[src/rtl/sand_pkg.sv]
// Shared types for the falling-sand simulation core.
// Tick FSM state encoding and the tick-delay width.
package sand_pkg;

    localparam int TICK_DELAY_WIDTH = 27;

    typedef enum logic [1:0] {
        IDLE      = 2'd0,
        COUNT     = 2'd1,
        TICK      = 2'd2,
        WAIT_DONE = 2'd3
    } tick_state_t;

endpackage

[src/rtl/tick_generator.sv]
// Generation tick source: counts to the selected delay, emits a one-cycle tick,
// then waits for the grid engine to report completion. Supports run/pause/step.
//
// Ports:
//   clk_i          system clock
//   rst_i          asynchronous reset, active-high
//   tick_delay_i   cycles per tick (floored at MIN_DELAY)
//   run_i          1 = free-run, 0 = paused
//   step_i         single-tick request while paused and idle
//   update_done_i  grid engine finished the current generation
//   tick_o         one-cycle tick pulse
//   busy_o         a tick is outstanding
//   tick_count_o   ticks issued since reset (wraps)
module tick_generator
    import sand_pkg::*;
#(
    parameter int DELAY_WIDTH = TICK_DELAY_WIDTH,
    parameter int MIN_DELAY   = 2,
    parameter int COUNT_WIDTH = 16
) (
    input  logic                   clk_i,
    input  logic                   rst_i,
    input  logic [DELAY_WIDTH-1:0] tick_delay_i,
    input  logic                   run_i,
    input  logic                   step_i,
    input  logic                   update_done_i,
    output logic                   tick_o,
    output logic                   busy_o,
    output logic [COUNT_WIDTH-1:0] tick_count_o
);

    localparam logic [DELAY_WIDTH-1:0] MIN_D = DELAY_WIDTH'(MIN_DELAY);
    localparam logic [DELAY_WIDTH-1:0] TWO   = DELAY_WIDTH'(2);

    tick_state_t            r_state;
    tick_state_t            w_next;
    logic [DELAY_WIDTH-1:0] r_count;
    logic [DELAY_WIDTH-1:0] w_delay;
    logic                   w_term;
    logic                   w_tick_d;
    logic                   w_busy_d;
    logic                   r_tick;
    logic                   r_busy;
    logic [COUNT_WIDTH-1:0] r_tick_count;

    // Effective delay is re-evaluated every cycle; using >= means a delay
    // lowered below the running count fires on the next cycle instead of
    // wrapping.
    assign w_delay = (tick_delay_i < MIN_D) ? MIN_D : tick_delay_i;
    assign w_term  = (r_count >= (w_delay - TWO));

    always_ff @(posedge clk_i or posedge rst_i) begin
        if (rst_i) begin
            r_state <= IDLE;
        end else begin
            r_state <= w_next;
        end
    end

    always_comb begin
        w_next = r_state;
        unique case (r_state)
            IDLE: begin
                if (run_i) begin
                    w_next = COUNT;
                end else if (step_i) begin
                    w_next = TICK;
                end
            end
            COUNT: begin
                if (!run_i) begin
                    w_next = IDLE;
                end else if (w_term) begin
                    w_next = TICK;
                end
            end
            TICK: begin
                if (update_done_i) begin
                    w_next = run_i ? COUNT : IDLE;
                end else begin
                    w_next = WAIT_DONE;
                end
            end
            WAIT_DONE: begin
                if (update_done_i) begin
                    w_next = run_i ? COUNT : IDLE;
                end
            end
            default: w_next = IDLE;
        endcase
    end

    // Outputs are decoded from the next state and registered so they line
    // up exactly with the state they describe.
    always_comb begin
        w_tick_d = (w_next == TICK);
        w_busy_d = (w_next == TICK) || (w_next == WAIT_DONE);
    end

    always_ff @(posedge clk_i or posedge rst_i) begin
        if (rst_i) begin
            r_count      <= '0;
            r_tick       <= 1'b0;
            r_busy       <= 1'b0;
            r_tick_count <= '0;
        end else begin
            // Counter only advances while staying in COUNT; every other
            // path (entry from IDLE/TICK/WAIT_DONE) starts from zero.
            if ((r_state == COUNT) && (w_next == COUNT)) begin
                r_count <= r_count + DELAY_WIDTH'(1);
            end else begin
                r_count <= '0;
            end
            r_tick <= w_tick_d;
            r_busy <= w_busy_d;
            if (w_tick_d) begin
                r_tick_count <= r_tick_count + COUNT_WIDTH'(1);
            end
        end
    end

    assign tick_o       = r_tick;
    assign busy_o       = r_busy;
    assign tick_count_o = r_tick_count;

endmodule

[config.mk]
export PLATFORM = sky130hd
export DESIGN_NAME = tick_generator
export DESIGN_NICKNAME = d
export VERILOG_FILES = /design/src/rtl/sand_pkg.sv /design/src/rtl/tick_generator.sv
export SDC_FILE = /design/constraint.sdc
export NUM_CORES = 1
export LEC_CHECK = 0
export ABC_AREA = 0
export CAP_MARGIN = 20
export CORE_UTILIZATION = 55
export DETAILED_ROUTE_END_ITERATION = 7
export PLACE_DENSITY_LB_ADDON = 0.3
export SYNTH_ARGS = -nofsm -noshare
export SYNTH_HDL_FRONTEND = slang
export SYNTH_SLANG_ARGS = --single-unit
[constraint.sdc]
create_clock -name clk_i -period 3.31 [get_ports clk_i]
set_input_delay 0.331 -clock clk_i [delete_from_list [all_inputs] [get_ports clk_i]]
set_output_delay 0.331 -clock clk_i [all_outputs]
set_load 0.02 [all_outputs]
==> flow_summary_export.csv, run 1 <==
group,metric,value,unit
outcome,status,"finished, violations left",
outcome,violations,"negative setup slack",
routing,ant_nets,0,
global_route,track_usage,0.2955,
routing,drt-initial-drc-count,111,
job,max_cap_violations,0,
floorplan,coreArea,5574,sq um
routing,dr.pass1.iters,4,
power_and_ir_drop,p_switching,0.0005335,W
final_layout,diodes,0,
clocking,clock_sinks,47,
final_layout,nets,533,
final_layout,drive_gt1_frac,0.3242,
timing,fin_worst_skew,0.01203,ns
floorplan,start_util,0.5802,
critical_path,cp-start-kind,"input port",
worst_hold_path,hp-class,"reg -> reg",
power_and_ir_drop,power_frac_comb,0.324,
synthesis,syn_inst,359,
timing,setup_tns,-47.17,ns
timing,fin_crit,4.377,ns
power_and_ir_drop,switching_share,0.3378,
floorplan,row_count,27,
synthesis,yosysSeqAreaShare,0.3636,
synthesis,ys_warn_count,0,
power_and_ir_drop,peakVddDrop,0.4610,mV
timing,slew_headroom,0.3549,
final_layout,areaGrowthSynthToFinish,47.31,%
synthesis,yosysMostFrequentCell,"nor2_1",
synthesis,postSynthAreaPerCell,9.009,sq um
final_layout,fin_cells,544,
critical_path,arrival,4.62,ns
global_route,grt_pass1_wl,14330,um
timing,final.period_utilization,1.322,
clocking,cts_buffers,5,
routing,routed_wl,9224,um
clocking,clkTransAtPathRegs,0.09,ns
synthesis,synth_area_leader_cell,"dfrtp_1",
clocking,cts_max_path_buffers,2,
global_route,grt_overflow,0,
synthesis,synth_edf_count,0,
power_and_ir_drop,p_total,0.001579,W
global_route,antenna_found_initial,0,
timing,hold_violations,0,
timing,worstMarginPinSlew,0.9663,ns
clocking,htree_num_levels,2,
global_route,grt_pass1_vias,3124,
power_and_ir_drop,clkPwrFrac,0.237,
floorplan,fp.dieW,78.69,um
floorplan,die_h,78.69,um
synthesis,yosys-top-cells-count,"nor2_1 (50), dfrtp_1 (47), xnor2_1 (32), nand2_1 (31)",
synthesis,synthTopCellsByArea,"dfrtp_1 (36%), ha_1 (12%), xnor2_1 (8.7%), xor2_1 (8.1%), nor2_1 (5.8%)",
timing,hold_slack,0.4840,ns
routing,wl_per_cell,16.96,um
floorplan,io_pins,50,
routing,drt_drc_violations_left,0,
timing,setup_viol,47,
synthesis,synthFlopType,"dfrtp_1",
timing,rsz0062_at_grt,"yes",
global_route,grt_max_degree,48,
synthesis,yosysTopAreaCellShare,0.3636,
floorplan,die_area,6191,sq um
routing,vias,3105,
synthesis,syn_nets,421,
power_and_ir_drop,p_seq_frac,0.440,
clocking,cts_root_buffer,"clkbuf_8",
timing,slew_violations,0,
place,routabilityCongestion,0.8856,
place,portBuffers,49,
synthesis,yosysUniqueCellTypes,42,
final_layout,num-fill-cells,290,
synthesis,syn_area,3234,sq um
clocking,cts_tree,"yes",
place,dp_hpwl,5745,um
power_and_ir_drop,p_int,0.001046,W
critical_path,worstPathRequired,3.55,ns
critical_path,path_max_fanout,14,
routing,drt-vias-per-instance,5.708,
clocking,clock_latency,0.31,ns
timing,fmax,0.2285,GHz
power_and_ir_drop,powerDensity,331.5,nW/um^2
synthesis,synth-seq-cells,47,
place,post-place-cells,527,
critical_path,critPathKind,"in -> reg",
critical_path,end_kind,"register",
power_and_ir_drop,power_leakage,2.048,nW
synthesis,synth_async_sr_flop_share,1.000,
timing,worst_slack,-1.067,ns
[sequential cells by signal, indices dropped and copies added (netlist names)]
register and count:
tick_o 1, r_count 27, busy_o 1, r_state 2
tick_count_o 16
[cells in the final DEF (no fill, tap or decap), drive strengths merged, types with 3 or more instances in the layout]
master,count
xor2,30
clkbuf,6
nand3,16
and4,4
nand4,9
nor4,5
nand2,31
clkdlybuf4s50,40
ha,30
and3,8
nor2b,3
nor3,13
nor2,50
o21ai,5
inv,10
dlymetal6s2s,3
dfrtp,47
a31oi,3
a21oi,19
and2,3
or3,4
a21boi,4
buf,65
nand2b,6
xnor2,32
[worst max-delay path, stage by stage]
cell      delay, ns
buf_6          0.09
or4_4          0.55
nor4b_4        0.23
or3b_4         0.43
nor3_4         0.15
a21oi_2        0.08
ha_2           0.18
nand2_2        0.06
or2_1          0.13
or3_4          0.23
nor2_4         0.06
xnor2_2        0.14
ha_1           0.33
nand4_1        0.17
nor4_4         0.07
a311oi_2       0.26
o211ai_1       0.17
or2_1          0.27
or3_4          0.38
buf_12         0.18
nor2_2         0.11
[metrics by stage]
| step | area, sq um | setup WS, ns | utilization |
|---|---|---|---|
| after detailed placement | 4232 | -1.874 | 0.7591 |
| after CTS | 4597 | -0.9556 | 0.8247 |
| final | 4765 | -1.067 | 0.8548 |
| after global placement | 4232 | -1.720 | 0.7591 |
| after global routing | 4765 | -1.283 | 0.8548 |
| after floorplan | 3296 | -1.253 | - |
[power groups by stage]
stage	registers, W	logic (W)	clock network, W
6_report	0.000695	0.000511	0.000374
3_3_place_gp	0.000695	0.000399	0
2_1_floorplan	0.000730	0.000176	0
4_1_cts	0.000690	0.000474	0.000375
3_5_place_dp	0.000697	0.000413	0
5_1_grt	0.000702	0.000545	0.000397
[path summary, 6_finish.rpt]
check	slack [ns]	start	endpoint	cells after the start
max	-1.07	tick_delay_i[17]	r_count[14]$_DFF_PP0_	21
max reg2reg	0.56	r_count[6]$_DFF_PP0_	r_count[14]$_DFF_PP0_	10
max in group asynchronous	2.15	rst_i	r_state[0]$_DFF_PP0_	2
min reg2reg	0.48	tick_count_o[15]$_DFFE_PP0P_	tick_count_o[15]$_DFFE_PP0P_	1
min in group asynchronous	0.56	rst_i	tick_count_o[6]$_DFFE_PP0P_	2
min	0.48	tick_count_o[15]$_DFFE_PP0P_	tick_count_o[15]$_DFFE_PP0P_	1
[per-layer routing]
layer / vias up / GRT usage / wire length [um]
met1: 1507 / 0.3649 / 3905
met3: 22 / 0.03140 / 353
met5: - / 0 / 0
li1: 1475 / - / -
met4: 0 / 0.07222 / 218
met2: 101 / 0.5452 / 4747
[what timing repair did]
item | CTS | global route
resized for setup | 62 | 40
pin swaps | 33 | 13
hold buffers | 0 | 0
cloned | 1 | 0
endpoints found under the setup margin | 47 | 47
setup buffers | 6 | 6
[logic make-up after synthesis]
group / synth area share
DFF: 0.3636
buffers and inverters: 0.01973
xor gates and xnor gates: 0.1679
and+or+nand+nor: 0.2545
AOI/OAI and AO/OA: 0.07815
adders and majority gates: 0.1161
[layout make-up]
cell class	instances	area [sq um]	area share
sequential	47	1176	0.2468
tap	72	90.09	0.01891
timing repair buffer	111	1003	0.2106
inverter	10	37.54	0.007878
clock buffer	6	82.58	0.01733
multi-input combinational	296	2359	0.4950
clock inverter	2	16.27	0.003414
Note: power is estimated with default switching activity, not from simulation.
==> run 2, diff against run 1 <==
- CORE_ASPECT_RATIO: not set -> 1.25
- CORE_UTILIZATION: 55 -> 56
- CTS_BUF_LIST: not set -> sky130_fd_sc_hd__clkbuf_8
- MAX_ROUTING_LAYER: not set -> met4
==> run 2 against run 1 <==
  * The flow still finishes with violations (negative setup slack)
  * Core utilization up 1.3 points
  * Clock skew up 0.0027 ns
  * Sequential share of layout area about the same
  * Wire length up 11%
  * Power down 0.57%
  * Flip-flop and latch count unchanged
  * Hold slack worse by 0.089 ns
  * Fmax down 3.6%
  * Design area down 0.16%
  * Via count up 3.0%
  * Global-route usage up 1.1 points
  * Largest power group unchanged
==> flow_summary_export.csv, run 2 (same netlist as run 1, synthesis figures left out) <==
group,metric,value,unit
power_and_ir_drop,peakVddDrop,0.3919,mV
global_route,grt_max_degree,28,
clocking,clock_latency,0.31,ns
final_layout,areaGrowthSynthToFinish,47.08,%
critical_path,reg2reg_depth,10,
final_layout,final_common_cell,"buf_4",
routing,routed_wl,10220,um
floorplan,die_area,6086,sq um
critical_path,cp-endpoint,"r_count[6]$_DFF_PP0_",
critical_path,cpMaxStageDelayCell,"or4_4",
final_layout,diodes,0,
timing,worstMarginPinSlew,0.8759,ns
critical_path,rr_endpoint,"r_count[6]$_DFF_PP0_",
timing,final.period_utilization,1.371,
timing,slew_violations,0,
final_layout,regMostFlops,"r_count",
floorplan,fp.dieW,69.98,um
routing,wl_per_cell,19.00,um
final_layout,largest_reg_flops,27,
clocking,htree_num_levels,2,
place,dp_hpwl,6107,um
clocking,cts_tree,"yes",
power_and_ir_drop,p_total,0.001570,W
clocking,cts_max_path_buffers,2,
critical_path,cp-start-kind,"input port",
power_and_ir_drop,power_leakage,2.049,nW
floorplan,io_pins,50,
place,routabilityCongestion,0.9143,
global_route,antenna_found_initial,0,
timing,fin_worst_skew,0.01474,ns
timing,setup_tns,-53.79,ns
final_layout,mostFrequentLayoutCells,"buf_4 (57), dfrtp_1 (47), clkdlybuf4s50_1 (43)",
routing,ant_nets,0,
place,place_ws,-2.062,ns
routing,drt-initial-drc-count,131,
timing,rsz0062_at_grt,"yes",
global_route,grt_pass1_vias,3142,
clocking,hold_buffers,0,
final_layout,nets,536,
floorplan,row_count,30,
critical_path,crit_path_start,"tick_delay_i[18]",
worst_hold_path,hp-class,"in -> async",
critical_path,path_max_fanout,14,
critical_path,r2r_start,"r_count[6]$_DFF_PP0_",
clocking,cts_buffers,5,
final_layout,utilization,0.8680,
routing,vias,3197,
outcome,violations,"negative setup slack",
power_and_ir_drop,powerDensity,330.1,nW/um^2
outcome,status,"finished, violations left",
timing,slew_headroom,0.4125,
timing,worst_slack,-1.229,ns
critical_path,worstPathRequired,3.55,ns
critical_path,reg2reg_slack,0.59,ns
floorplan,start_util,0.5902,
global_route,grt_pass1_wl,14390,um
timing,fin_crit,4.539,ns
final_layout,drive_gt1_frac,0.3038,
floorplan,coreArea,5480,sq um
clocking,clkTransAtPathRegs,0.09,ns
timing,setup_viol,47,
job,max_cap_violations,0,
clocking,clock_sinks,47,
floorplan,die_h,86.97,um
global_route,track_usage,0.3067,
critical_path,slowest_delay,0.55,ns
routing,dr.pass1.iters,6,
timing,fmax,0.2203,GHz
routing,drt-vias-per-instance,5.942,
place,portBuffers,49,
critical_path,arrival,4.77,ns
clocking,cts_root_buffer,"clkbuf_8",
timing,hold_violations,0,
critical_path,path_cells,"buf_6 > or4_4 > nor4b_4 > or3b_4 > nor3_4 > a21oi_2 > ha_2 > nand2_2 > or2_4 > or3_4 > buf_12 > nor2_4 > xnor2_1 > ha_1 > a21oi_1 > nand2_1 > a221oi_2 > o211ai_1 > or2_1 > or3_4 > buf_12 > nor2_1",
critical_path,end_kind,"register",
global_route,grt_overflow,0,
critical_path,critPathKind,"in -> reg",
routing,drt_drc_violations_left,0,
[run 2: changes by cell type in the layout (fill, tap and decap cells not counted), sizes merged]
cell / delta
clkdlybuf4s50: +3
dlymetal6s2s: -3
buf: +2
clkbuf: +2
clkdlybuf4s15: -1
clkinv: +1
clkinvlp: -1
inv: -1
[run 2: worst min path at each step]
stage	startpoint	to	slack, ns	cells after the start
global placement	tick_count_o[15]$_DFFE_PP0P_	tick_count_o[15]$_DFFE_PP0P_	0.46	1
finish	rst_i	tick_count_o[9]$_DFFE_PP0P_	0.40	2
CTS	rst_i	tick_count_o[9]$_DFFE_PP0P_	0.42	2
global route	rst_i	tick_count_o[9]$_DFFE_PP0P_	0.46	2
detailed placement	tick_count_o[15]$_DFFE_PP0P_	tick_count_o[15]$_DFFE_PP0P_	0.46	1
floorplan	r_state[0]$_DFF_PP0_	r_state[0]$_DFF_PP0_	0.46	1
[run 2: report_power, final]
group,switching [W],total (W),internal (W)
Combinational,0.000266,0.000521,0.000254
Clock,0.000189,0.000353,0.000164
Sequential,0.0000732,0.000696,0.000623
Total,0.000529,0.00157,0.00104
[run 2: worst max-delay path, delay by kind of cell]
family / cells / cell delay (ns)
AND/OR/NAND/NOR: 12 / 2.67
AO/OA/AOI/OAI: 4 / 0.71
adder cells (fa/ha/maj): 2 / 0.48
buffers and inverters: 3 / 0.40
XOR/XNOR: 1 / 0.16
[run 2: metal layers]
layer,track usage,vias to the layer above,part of all wire
met2,0.5629,141,0.53
li1,-,1482,-
met3,0.03125,41,0.042
met1,0.3498,1533,0.38
met4,0.1018,0,0.045
met5,-,-,0
[run 2: final cells by class]
type	instances	area [sq um]
Multi-Input combinational cell	296	2346
Clock inverter	1	5.005
Inverter	10	37.54
Timing Repair Buffer	114	1030
Tap cell	64	80.08
Fill cell	273	723.2
Clock buffer	6	82.58
Sequential cell	47	1176
[run 2: per-stage QoR]
step | instance area [sq um] | hold WS, ns | std cells
2_1_floorplan | 3296 | 0.4643 | 359
3_3_place_gp | 4244 | 0.4588 | 522
3_5_place_dp | 4244 | 0.4605 | 522
4_1_cts | 4524 | 0.4205 | 529
5_1_grt | 4757 | 0.4583 | 538
6_report | 4757 | 0.3953 | 538
[run 2: timing repair]
item / CTS / global route
buffers inserted: 2 / 7
setup endpoints to repair: 47 / 47
cloned: 0 / 2
pin swaps: 37 / 11
resized for setup: 57 / 38
